--- src/rtl/onfi_pkg.sv ---
// Shared encodings and default timing for the ONFI SDR host sequencer, target model and bench.
package onfi_pkg;

  typedef enum logic [1:0] {
    OP_CMD  = 2'd0,
    OP_ADDR = 2'd1,
    OP_DOUT = 2'd2,
    OP_DIN  = 2'd3
  } op_type_e;

  typedef enum logic [2:0] {
    StIdle,
    StSetup,
    StStrbLo,
    StStrbHi,
    StWbWait,
    StRbWait
  } seq_state_e;

  localparam int unsigned T_WP_DEF   = 2;
  localparam int unsigned T_WH_DEF   = 2;
  localparam int unsigned T_WB_DEF   = 4;
  localparam int unsigned RB_TMO_DEF = 1024;

  function automatic int unsigned max4(input int unsigned a, input int unsigned b,
                                       input int unsigned c, input int unsigned d);
    int unsigned m;
    m = a;
    if (b > m) m = b;
    if (c > m) m = c;
    if (d > m) m = d;
    return m;
  endfunction

endpackage

--- src/rtl/onfi_sync2.sv ---
// Two-flop synchroniser for a single asynchronous level, with selectable reset value.
module onfi_sync2 #(
  parameter logic ResetVal = 1'b0
) (
  input  logic clk,
  input  logic rst_n,
  input  logic d,
  output logic q
);

  logic meta_q;
  logic sync_q;

  always_ff @(posedge clk or negedge rst_n) begin
    if (!rst_n) begin
      meta_q <= ResetVal;
      sync_q <= ResetVal;
    end else begin
      meta_q <= d;
      sync_q <= meta_q;
    end
  end

  assign q = sync_q;

endmodule

--- src/rtl/onfi_host_sdr_seq.sv ---
// Host-side ONFI SDR (asynchronous mode) byte sequencer: one CMD/ADDR/DOUT/DIN cycle per
// request, optional tWB + R/B_n wait with timeout. All pin outputs are registered.
module onfi_host_sdr_seq
  import onfi_pkg::*;
#(
  parameter int unsigned T_WP   = T_WP_DEF,
  parameter int unsigned T_WH   = T_WH_DEF,
  parameter int unsigned T_WB   = T_WB_DEF,
  parameter int unsigned RB_TMO = RB_TMO_DEF
) (
  input  logic       clk,
  input  logic       rst_n,
  input  logic       op_valid,
  output logic       op_ready,
  input  logic [1:0] op_type,
  input  logic [7:0] op_data,
  input  logic       op_wait_rb,
  input  logic       op_last,
  output logic       rd_valid,
  output logic [7:0] rd_data,
  output logic       rb_tmo,
  output logic       ce_n,
  output logic       cle,
  output logic       ale,
  output logic       we_n,
  output logic       re_n,
  output logic [7:0] io_out,
  output logic       io_oe,
  input  logic [7:0] io_in,
  input  logic       rb_n
);

  localparam int unsigned CntMax = max4(T_WP, T_WH, T_WB, RB_TMO);
  localparam int unsigned CntW   = $clog2(CntMax + 1);
  typedef logic [CntW-1:0] cnt_t;

  localparam cnt_t WpEnd  = cnt_t'(T_WP - 1);
  localparam cnt_t WhEnd  = cnt_t'(T_WH - 1);
  localparam cnt_t WbEnd  = cnt_t'(T_WB - 1);
  localparam cnt_t TmoEnd = cnt_t'(RB_TMO - 1);

  seq_state_e state_q, state_d;
  cnt_t       cnt_q, cnt_d;
  cnt_t       cnt_end;
  logic       cnt_done;
  op_type_e   type_q, type_d;
  op_type_e   op_sel;
  logic       wait_q, wait_d;
  logic       last_q, last_d;
  logic       ce_n_q, ce_n_d;
  logic       cle_q, cle_d;
  logic       ale_q, ale_d;
  logic       we_n_q, we_n_d;
  logic       re_n_q, re_n_d;
  logic [7:0] io_out_q, io_out_d;
  logic       io_oe_q, io_oe_d;
  logic       rd_valid_q, rd_valid_d;
  logic [7:0] rd_data_q, rd_data_d;
  logic       rb_tmo_q, rb_tmo_d;
  logic       ready_q, ready_d;
  logic       accept;
  logic       rb_s;

  onfi_sync2 #(
    .ResetVal (1'b1)
  ) u_rb_sync (
    .clk   (clk),
    .rst_n (rst_n),
    .d     (rb_n),
    .q     (rb_s)
  );

  assign op_sel   = op_type_e'(op_type);
  assign accept   = op_valid & ready_q;
  assign cnt_done = (cnt_q == cnt_end);

  always_comb begin
    unique case (state_q)
      StStrbLo: cnt_end = WpEnd;
      StStrbHi: cnt_end = WhEnd;
      StWbWait: cnt_end = WbEnd;
      StRbWait: cnt_end = TmoEnd;
      default:  cnt_end = '0;
    endcase
  end

  always_ff @(posedge clk or negedge rst_n) begin
    if (!rst_n) begin
      state_q    <= StIdle;
      cnt_q      <= '0;
      type_q     <= OP_CMD;
      wait_q     <= 1'b0;
      last_q     <= 1'b0;
      ce_n_q     <= 1'b1;
      cle_q      <= 1'b0;
      ale_q      <= 1'b0;
      we_n_q     <= 1'b1;
      re_n_q     <= 1'b1;
      io_out_q   <= 8'h00;
      io_oe_q    <= 1'b0;
      rd_valid_q <= 1'b0;
      rd_data_q  <= 8'h00;
      rb_tmo_q   <= 1'b0;
      ready_q    <= 1'b0;
    end else begin
      state_q    <= state_d;
      cnt_q      <= cnt_d;
      type_q     <= type_d;
      wait_q     <= wait_d;
      last_q     <= last_d;
      ce_n_q     <= ce_n_d;
      cle_q      <= cle_d;
      ale_q      <= ale_d;
      we_n_q     <= we_n_d;
      re_n_q     <= re_n_d;
      io_out_q   <= io_out_d;
      io_oe_q    <= io_oe_d;
      rd_valid_q <= rd_valid_d;
      rd_data_q  <= rd_data_d;
      rb_tmo_q   <= rb_tmo_d;
      ready_q    <= ready_d;
    end
  end

  always_comb begin
    state_d = state_q;
    unique case (state_q)
      StIdle:   if (accept) state_d = StSetup;
      StSetup:  state_d = StStrbLo;
      StStrbLo: if (cnt_done) state_d = StStrbHi;
      StStrbHi: if (cnt_done) state_d = wait_q ? StWbWait : StIdle;
      StWbWait: if (cnt_done) state_d = StRbWait;
      StRbWait: if (rb_s || cnt_done) state_d = StIdle;
      default:  state_d = StIdle;
    endcase
    // Counter restarts from zero on every state entry and saturates rather than wrapping.
    if (state_d != state_q || state_q == StIdle) begin
      cnt_d = '0;
    end else if (cnt_q == {CntW{1'b1}}) begin
      cnt_d = cnt_q;
    end else begin
      cnt_d = cnt_q + 1'b1;
    end
  end

  always_comb begin
    type_d     = type_q;
    wait_d     = wait_q;
    last_d     = last_q;
    ce_n_d     = ce_n_q;
    cle_d      = cle_q;
    ale_d      = ale_q;
    we_n_d     = we_n_q;
    re_n_d     = re_n_q;
    io_out_d   = io_out_q;
    io_oe_d    = io_oe_q;
    rd_data_d  = rd_data_q;
    rd_valid_d = 1'b0;
    rb_tmo_d   = 1'b0;
    ready_d    = (state_d == StIdle);
    unique case (state_q)
      StIdle: begin
        if (accept) begin
          type_d  = op_sel;
          wait_d  = op_wait_rb;
          last_d  = op_last;
          ce_n_d  = 1'b0;
          cle_d   = (op_sel == OP_CMD);
          ale_d   = (op_sel == OP_ADDR);
          io_oe_d = (op_sel != OP_DIN);
          if (op_sel != OP_DIN) io_out_d = op_data;
        end
      end
      StSetup: begin
        if (type_q == OP_DIN) re_n_d = 1'b0;
        else                  we_n_d = 1'b0;
      end
      StStrbLo: begin
        if (cnt_done) begin
          we_n_d = 1'b1;
          re_n_d = 1'b1;
          if (type_q == OP_DIN) begin
            rd_data_d  = io_in;
            rd_valid_d = 1'b1;
          end
        end
      end
      StStrbHi: begin
        if (cnt_done) begin
          cle_d   = 1'b0;
          ale_d   = 1'b0;
          io_oe_d = 1'b0;
          if (!wait_q && last_q) ce_n_d = 1'b1;
        end
      end
      StWbWait: ;
      StRbWait: begin
        if (rb_s) begin
          if (last_q) ce_n_d = 1'b1;
        end else if (cnt_done) begin
          rb_tmo_d = 1'b1;
          ce_n_d   = 1'b1;
        end
      end
      default: ;
    endcase
  end

  assign op_ready = ready_q;
  assign rd_valid = rd_valid_q;
  assign rd_data  = rd_data_q;
  assign rb_tmo   = rb_tmo_q;
  assign ce_n     = ce_n_q;
  assign cle      = cle_q;
  assign ale      = ale_q;
  assign we_n     = we_n_q;
  assign re_n     = re_n_q;
  assign io_out   = io_out_q;
  assign io_oe    = io_oe_q;

endmodule

--- config.mk ---
export PLATFORM = sky130hd
export DESIGN_NAME = onfi_host_sdr_seq
export DESIGN_NICKNAME = d
export VERILOG_FILES = /design/src/rtl/onfi_pkg.sv /design/src/rtl/onfi_sync2.sv /design/src/rtl/onfi_host_sdr_seq.sv
export SDC_FILE = /design/constraint.sdc
export NUM_CORES = 1
export LEC_CHECK = 0
export ABC_AREA = 1
export CAP_MARGIN = 40
export CORE_MARGIN = 5
export CORE_UTILIZATION = 45
export CTS_BUF_LIST = sky130_fd_sc_hd__clkbuf_8 sky130_fd_sc_hd__clkbuf_16
export CTS_CLUSTER_DIAMETER = 30
export CTS_CLUSTER_SIZE = 8
export DETAILED_ROUTE_END_ITERATION = 6
export PLACE_DENSITY = 0.85
export SYNTH_ARGS = -nofsm -noshare
export SYNTH_HDL_FRONTEND = slang
export SYNTH_SLANG_ARGS = --single-unit
--- constraint.sdc ---
create_clock -name clk -period 1.4 [get_ports clk]
set_input_delay 0.21 -clock clk [delete_from_list [all_inputs] [get_ports clk]]
set_output_delay 0.21 -clock clk [all_outputs]
set_load 0.02 [all_outputs]
==> reports/qor.txt, run 1 <==
status -> finished, violations left
failing checks -> negative setup slack
antenna violations before repair -> 0
total number of vias -> 2125
Synth Instances -> 235
EDFF count, synth -> 0
crit path max fanout -> 11
I/O pin count -> 49
R2R Path Start -> state_q[1]
Post-synth top flop -> dfrtp_1
total power per unit cell area -> 2220 nW/um2
reg2reg path depth -> 10
WHS -> 302 ps
Critical Path End -> cnt_q[7]
diode count -> 0
total negative slack -> -10600 ps
final setup fails -> 39
Root Driver -> clkbuf_8
Synth Area in XOR/XNOR -> 2.05%
CTS tree -> built
overall routed net length -> 7130 um
total placed cells including tap cells -> 369
clk_lat worst skew -> 310 ps
Tot Pwr -> 7.71 mW
setup ws final -> -377 ps
Static Leak -> 1.66 nW
R2R Path End -> cnt_q[7]
CP arrival -> 2020 ps
Fillers -> 282
Worst Setup SP -> state_q[1]
# H-tree levels -> 2
Hold WC Path Type -> primary input to register
Synth async-reset ratio -> 100%
crit start category -> register
IO Port Bufs -> 48
gr usage total -> 20.9%
net count after synthesis -> 260
Peak VDD IR -> 1.24 mV
DR DRC count -> 0
Synth Area per Inst -> 9.09 um2
area of the multi-input gates -> 1170 um2
critical path class -> register to register
synthesized flop and latch total -> 45
mux share of post-synthesis cell area -> 4.22%
Area Overhead vs Synth -> 62.4%
Post-Synth Simple-Gate Area -> 28.1%
Final period util -> 127%
CTS sink cnt -> 45
Final Instance Count excl. Fillers -> 394
row count -> 25
Initial Utilization -> 45.8%
Crit. End Element -> register
post-DP HPWL -> 3800 um
total grt overflow -> 0
max_cap viols -> 0
Yosys cell types -> 32
Clock Tree Buf Depth -> 2
Design Area, Final -> 3470 um2
DIE AREA -> 6220 um2
Final min period -> 1780 ps
Die Ht -> 78.9 um
Reg area -> 1140 um2
adder-cell share of the synthesized area -> 0.586%
Post-DP Area -> 2980 um2
Hold Vio Cnt, Final -> 0
DR iter-0 viols -> 251
Critical Path RT -> 1650 ps
Clock transition at path regs -> 90 ps
Synth Area in Compound Gates -> 6.62%
Antenna Nets Post-Route -> 0
Util after Layout -> 74.4%
largest family of logic cells by synthesized area -> simple AND/OR/NAND/NOR gates
Worst-Margin Slew -> 475 ps
Mapped Area -> 2140 um2
wire length per cell -> 18.1 um
YS warnings -> 0
largest net degree at the start of global routing -> 21
CTS Buf Count -> 5
drt first pass iters -> 5
Relative slew margins -> 68.3%
Clock Skews -> 7.46 ps
vias in the first global route -> 2106
routability cong. -> 0.921
first-pass GRT wire length -> 10200 um
FMAX -> 0.563 GHz
share of cells above drive strength 1 -> 42.6%
Slew Viols, Final -> 0
die outline width -> 78.9 um
Core Region -> 4660 um2
part of the Yosys area used for sequential elements -> 53.0%
pre-CTS setup slack -> -260 ps
Final #Nets -> 364
R2R Setup Slk -> -380 ps
Via density -> 5.39
RSZ-0062 raised after global routing -> yes
power by group:
group	total (mW)	internal, mW	switching, mW
Sequential	2.13	1.80	0.332
Combinational	4.41	1.74	2.67
Clock	1.17	0.709	0.462
how the worst min path moves through the flow:
stage | cells after the start | start | end
global route | 1 | rb_n | u_rb_sync.meta_q
detailed placement | 1 | rst_n | io_out[5]
CTS | 1 | rb_n | u_rb_sync.meta_q
floorplan | 0 | rst_n | ale
finish | 1 | rb_n | u_rb_sync.meta_q
global placement | 1 | rst_n | io_out[5]
layout by cell type (no fill, tap or decap), types with 5 or more instances in the layout:
| cell type | n |
|---|---|
| nor2_2 | 17 |
| nand3_2 | 5 |
| nor2_4 | 11 |
| nand2_1 | 43 |
| buf_4 | 42 |
| o21ai_1 | 11 |
| inv_2 | 6 |
| clkdlybuf4s50_1 | 22 |
| nand2_2 | 17 |
| clkbuf_8 | 5 |
| nor2_1 | 12 |
| dfrtp_1 | 37 |
| dlygate4sd2_1 | 22 |
| dfstp_2 | 5 |
| mux2_1 | 8 |
| nand3_4 | 5 |
| inv_1 | 18 |
routing by layer:
metal	track usage, %	part of all wire [%]	up-vias
met2	37.0	52	96
li1	-	-	958
met4	7.56	4.0	0
met1	25.2	39	1047
met3	4.08	4.8	24
met5	0	0	-
kinds of logic (layout without fill, tap and decap cells):
family,after synthesis,after routing
AOI/OAI and AO/OA,25,25
xor gates and xnor gates,5,5
adders and majority gates,1,1
buffers and inverters,29,131
DFF,45,45
muxes,8,8
and+or+nand+nor,122,125
cell type report:
| cell class | instances | share of cell area (%) |
|---|---|---|
| clock inverter | 3 | 1.88 |
| tap | 54 | 1.95 |
| sequential | 45 | 32.8 |
| inverter | 27 | 3.28 |
| timing repair buffer | 96 | 24.3 |
| clock buffer | 5 | 1.98 |
| multi-input combinational | 164 | 33.9 |
worst max-delay path: stages (launching register included):
cell and delay [ps]:
dfrtp_2 460, inv_2 100, nand3_4 140, nand2_2 110, nand2_2 90, nand3_4 170
o21ai_4 100, a21oi_2 160, nand3_2 110, buf_12 170, nor2_1 90
what timing repair did:
action	4_1_cts	5_1_grt
pin swaps	13	16
resized for setup	64	43
hold buffers	1	0
gates cloned	3	0
endpoints found under the hold margin	16	0
setup buffers	7	6
endpoints found under the setup margin	64	44
synth_stat cells, drive strengths merged (2+ instances only):
library cell	n	area, um2
nand4	2	18.8
nor2	39	205
nor3	3	20.0
dfstp	5	131
xnor2	2	17.5
dfrtp	40	1000
nand3	13	87.6
inv	27	101
xor2	3	26.3
nand2	63	254
a21oi	5	32.5
a31oi	2	12.5
mux2	8	90.1
o21ai	17	88.8
registers in the layout, indices dropped and copies added, names as in the netlist, 2 cells and up:
register	cells
io_out	8
type_q	2
state_q	3
rd_data	8
cnt_q	11
(Power assumes the default switching activity.)
==> inputs of run 2 (changes only) <==
Settings changed: ABC_CLOCK_PERIOD_IN_PS from default to 1400.
==> results of run 2 <==
Final layout, timing and power as in run 1 (identical DEF).
